**src/rtl/fir_out_quant.sv**
```systemverilog
// fir_out_quant: rounds and saturates a 38-bit FIR accumulator to Q15 samples,
// buffered through a first-word-fall-through FIFO with registered backpressure.
`default_nettype none

module fir_out_quant #(
  parameter int SHIFT = 15,
  parameter int DEPTH = 8
) (
  input  logic               clk1,
  input  logic               rst,
  input  logic signed [37:0] sum_in,
  input  logic               sum_valid,
  output logic               sum_ready,
  output logic signed [15:0] dout,
  output logic               dout_valid,
  input  logic               out_ready,
  output logic               dout_sat,
  output logic [15:0]        sat_count,
  output logic               overflow_err
);

  localparam int AW = $clog2(DEPTH);
  localparam int CW = AW + 1;
  localparam logic signed [38:0] RND_OFFSET = 39'sd1 <<< (SHIFT - 1);
  localparam logic signed [38:0] SAT_MAX    = 39'sd32767;
  localparam logic signed [38:0] SAT_MIN    = -39'sd32768;
  localparam logic [CW-1:0]      FULL_LEVEL = CW'(DEPTH);

  logic               accept;
  logic               pop;
  logic signed [38:0] sum_wide;
  logic signed [38:0] sum_rounded;
  logic signed [38:0] q_shifted;

  logic               s1_valid;
  logic signed [38:0] s1_r;
  logic signed [15:0] clamp_sample;
  logic               clamp_sat;

  logic               s2_valid;
  logic signed [15:0] s2_sample;
  logic               s2_sat;

  logic [16:0]        mem [DEPTH];
  logic [16:0]        head;
  logic [AW-1:0]      wr_ptr;
  logic [AW-1:0]      rd_ptr;
  logic [CW-1:0]      fifo_cnt;
  logic [CW-1:0]      occ;

  // Occupancy includes in-flight pipeline words, so the FIFO can never overrun.
  assign sum_ready  = (occ < FULL_LEVEL);
  assign dout_valid = (fifo_cnt != '0);
  assign pop        = dout_valid & out_ready;
  assign accept     = sum_valid & sum_ready;

  assign sum_wide    = {sum_in[37], sum_in};
  assign sum_rounded = sum_wide + RND_OFFSET;
  assign q_shifted   = sum_rounded >>> SHIFT;

  always_comb begin
    clamp_sample = s1_r[15:0];
    clamp_sat    = 1'b0;
    if (s1_r > SAT_MAX) begin
      clamp_sample = 16'sh7FFF;
      clamp_sat    = 1'b1;
    end else if (s1_r < SAT_MIN) begin
      clamp_sample = 16'sh8000;
      clamp_sat    = 1'b1;
    end
  end

  assign head     = mem[rd_ptr];
  assign dout     = dout_valid ? $signed(head[15:0]) : 16'sd0;
  assign dout_sat = dout_valid & head[16];

  always_ff @(posedge clk1 or posedge rst) begin
    if (rst) begin
      s1_valid     <= 1'b0;
      s1_r         <= '0;
      s2_valid     <= 1'b0;
      s2_sample    <= '0;
      s2_sat       <= 1'b0;
      wr_ptr       <= '0;
      rd_ptr       <= '0;
      fifo_cnt     <= '0;
      occ          <= '0;
      sat_count    <= '0;
      overflow_err <= 1'b0;
    end else begin
      s1_valid  <= accept;
      if (accept) s1_r <= q_shifted;

      s2_valid  <= s1_valid;
      if (s1_valid) begin
        s2_sample <= clamp_sample;
        s2_sat    <= clamp_sat;
      end

      if (s2_valid) wr_ptr <= wr_ptr + AW'(1);
      if (pop)      rd_ptr <= rd_ptr + AW'(1);

      case ({s2_valid, pop})
        2'b10:   fifo_cnt <= fifo_cnt + CW'(1);
        2'b01:   fifo_cnt <= fifo_cnt - CW'(1);
        default: fifo_cnt <= fifo_cnt;
      endcase

      case ({accept, pop})
        2'b10:   occ <= occ + CW'(1);
        2'b01:   occ <= occ - CW'(1);
        default: occ <= occ;
      endcase

      if (s2_valid && s2_sat && (sat_count != 16'hFFFF))
        sat_count <= sat_count + 16'd1;

      if (sum_valid && !sum_ready)
        overflow_err <= 1'b1;
    end
  end

  // Storage carries no reset; dout is gated by dout_valid instead.
  always_ff @(posedge clk1) begin
    if (s2_valid) mem[wr_ptr] <= {s2_sat, s2_sample};
  end

endmodule

`default_nettype wire

```
**config.mk**
```make
export PLATFORM = sky130hd
export DESIGN_NAME = fir_out_quant
export DESIGN_NICKNAME = d
export VERILOG_FILES = /design/src/rtl/fir_out_quant.sv
export SDC_FILE = /design/constraint.sdc
export NUM_CORES = 1
export LEC_CHECK = 0
export CAP_MARGIN = 20
export CORE_MARGIN = 1.5
export CORE_UTILIZATION = 50
export CTS_BUF_LIST = sky130_fd_sc_hd__clkbuf_8
export CTS_CLUSTER_DIAMETER = 150
export DETAILED_ROUTE_END_ITERATION = 10
export PLACE_DENSITY = 0.84
export SYNTH_ARGS = -nofsm -noshare
export SYNTH_HDL_FRONTEND = slang
export SYNTH_SLANG_ARGS = --single-unit
```
**constraint.sdc**
```tcl
create_clock -name clk1 -period 2.6 [get_ports clk1]
set_input_delay 0.26 -clock clk1 [delete_from_list [all_inputs] [get_ports clk1]]
set_output_delay 0.26 -clock clk1 [all_outputs]
set_load 0.01 [all_outputs]
```
==> results by group <==
Outcome
  • Status: completed

Routing
  • Number of remaining DRC errors: 0
  • Final wirelength: 17300 microns
  • Antenna-violating nets left: 0
  • Mean routed wirelength per cell: 18.2 microns
  • Initial drt markers: approximately 420
  • Via count: between 5000 and 6000
  • Initial DRT Pass Iterations: 5
  • Via density: between 5 and 6

Synth
  • Synth area leaders: edfxtp_1 (46%), dfrtp_1 (21%), mux4_2 (8.6%), nor2_1 (2.4%), xnor2_1 (2.1%)
  • Syn_nets: between 600 and 700
  • Synth top area share: 0.459
  • Primary FF master, synth: edfxtp_1
  • Post-synthesis sequential area ratio: 0.667
  • FF+latch count, synth: 210
  • Largest area contributor in the netlist: edfxtp_1
  • Post-synth ARST share: 0.352
  • Syn avg cell area: 14.7 sq um
  • Post-synth EDFFs: 136
  • Unique masters post-synth: 48
  • Mapped Area: approximately 9000 sq um
  • Yosys warning count: 0
  • Syn Inst Count: 605

Worst setup path
  • Crit. Startpoint: rd_ptr[0]$_DFFE_PP0P_
  • R2R depth: 10
  • Worst EP required: 2.34 ns
  • Crit Path Class: reg -> out
  • Worst setup EP type: primary output
  • Critical R2R Launch: fifo_cnt[1]$_DFFE_PP0P_
  • Reg2reg end: fifo_cnt[2]$_DFFE_PP0P_
  • Max Fanout on Critical Path: 11
  • Worst path arrival time: 2.25 ns
  • FF-to-FF setup slack: 0.21 ns
  • Crit start category: register

STA
  • Post-route minimum period: 2.51 ns
  • Hold_ws: 0.0910 ns
  • Slew Viols, Final: 0
  • Slew HR: 0.511
  • Hold Vio Cnt, Final: 0
  • Worst slew pin tran: 0.726 ns
  • Max Clk Rate: 399 MHz
  • Worst Skew: between 0.009 and 0.01 ns
  • Tcrit/Tclk final: 0.965
  • Setup violations, final: 0

Pwr
  • Sw frac: 0.317
  • P_sw: 0.00369 W
  • Flop pwr share: 0.463
  • Clk pwr share: 0.226
  • Internal Power: 0.00795 W
  • Maximum vdd drop: 572 uV
  • Pleak: 4.03 nW
  • PwrDens: 1090 nW/um^2
  • Comb pwr share: 0.311

Die
  • Die area: ~19000 sq um
  • Core area: between 15000 and 20000 sq um
  • Initial Util: 0.513
  • Die height: 136 microns
  • FP Rows: 48
  • Die X: 136 microns
  • # IOs: 78

Global route
  • Initial antenna violation count: 0
  • Largest net degree at the start of global routing: 50
  • Total grt overflow: 0
  • First-pass GRT wire length: 28100 microns
  • Vias in the first global route: 5447
  • GR Util All Layers: 0.196

Place
  • Port bufs: 63
  • Gpl congestion: 0.824
  • HPWL Detailed: 11100 microns
  • Placed cell areas: 9910 sq um

Clocking
  • CTS tree: built
  • Worst-Skew Late Latency: 0.55 ns
  • CTS Buffer Depth: 3
  • H-tree Lvls: 1
  • Count of clock tree sinks: 210
  • CTS root buf: clkbuf_8
  • CTS Buf Count: 31
  • Worst-path clk slew: 0.06 ns

Layout
  • Commonest non-fill, non-tap cell in the layout: edfxtp_1
  • Ratio of cells with drive above 1 in the final layout: 0.167
  • Most frequent cells in the layout: edfxtp_1 (136), dfrtp_1 (73), nor2_1 (56)
  • Ant diodes: 0
  • Final instance area: 10700 sq um
  • Fill count: 1199
  • Final #Nets: 756
  • Area Overhead vs Synth: 19.7%

Job
  • Max_cap viols: 0

Min path
  • Hold WC Path Type: in -> async
[final cells by class]
cell class / count / area (sq um) / area share
Sequential cell: 210 / 5940 / 0.557
Tap cell: 225 / 282 / 0.0264
Timing Repair Buffer: 92 / 906 / 0.0850
Inverter: 25 / 93.8 / 0.00881
Multi-Input combinational cell: 344 / 2790 / 0.262
Clock buffer: 36 / 495 / 0.0465
Clock inverter: 22 / 145 / 0.0136
[synth_stat cells (5+ instances only)]
| master | instances |
|---|---|
| nand2b_1 | 5 |
| o21ai_0 | 19 |
| inv_1 | 23 |
| nand2_1 | 36 |
| o22ai_1 | 16 |
| nor2_1 | 56 |
| ha_1 | 10 |
| nor4_1 | 9 |
| mux4_2 | 34 |
| a31oi_1 | 9 |
| dfrtp_1 | 74 |
| nand4_1 | 10 |
| mux2i_1 | 17 |
| xor2_1 | 20 |
| nor3_1 | 13 |
| or4_1 | 5 |
| edfxtp_1 | 136 |
| xnor2_1 | 21 |
| o31ai_1 | 5 |
| clkbuf_1 | 20 |
| a21oi_1 | 6 |
| nand3_1 | 18 |
[flip-flops by register name, summed over array words and instances (netlist names)]
register / count
s1_r: 24
fifo_cnt: 4
s2_valid: 1
overflow_err: 1
wr_ptr: 3
s2_sat: 1
rd_ptr: 3
s1_valid: 1
occ: 4
mem: 136
s2_sample: 16
sat_count: 16
[stage by stage]
step	setup WS [ns]	TNS (ns)	total power, W	utilization	instances
finish	0.0916	0	0.0116	0.614	954
floorplan	0.00383	0	0.00753	-	605
detailed placement	0.135	0	0.00904	0.571	889
CTS	-0.0675	-0.174	0.0117	0.611	949
global route	-0.00636	-0.0123	0.0123	0.614	954
global placement	0.206	0	0.00876	0.571	889
[critical path, stage by stage, from the launching register on]
cell and delay [ns]:
dfrtp_2 0.45, buf_12 0.17, buf_4 0.13, mux4_2 0.48
mux2i_1 0.14, nor2_1 0.05, dlygate4sd2_1 0.28
[routing by layer]
layer,global-route usage,vias up,routed length (microns)
li1,-,2479,-
met1,0.252,2654,7160
met2,0.347,172,9030
met3,0.0265,29,885
met4,0.0621,0,248
met5,0,-,0
[cell families after synthesis]
kind of cell | after synthesis | synth area share
buffers and inverters | 51 | 0.0221
and+or+nand+nor | 172 | 0.0996
muxes | 58 | 0.114
AOI/OAI and AO/OA | 63 | 0.0429
xor gates and xnor gates | 41 | 0.0404
DFF | 210 | 0.667
adders and majority gates | 10 | 0.0141
[how the worst max path moves through the flow]
stage,slack [ns],end
after floorplan,0.004,fifo_cnt[2]$_DFFE_PP0P_
after global placement,0.21,s1_r[21]$_DFFE_PP0P_
after detailed placement,0.14,s1_r[21]$_DFFE_PP0P_
after CTS,-0.07,dout[1]
after global routing,-0.006,dout[3]
final,0.09,dout[8]
[power groups by stage]
stage	logic, W	registers [W]	clock network (W)
final	0.00362	0.00539	0.00264
after global routing	0.00400	0.00549	0.00284
after CTS	0.00363	0.00537	0.00269
after detailed placement	0.00362	0.00542	0
after global placement	0.00347	0.00530	0
after floorplan	0.00240	0.00513	0
[timing repair]
action / CTS / global route
buffers inserted: 1 / 5
resized for setup: 20 / 8
hold buffers: 0 / 0
setup endpoints to repair: 17 / 12
cloned: 1 / 0
No activity file was read; power rests on OpenSTA's default activity.
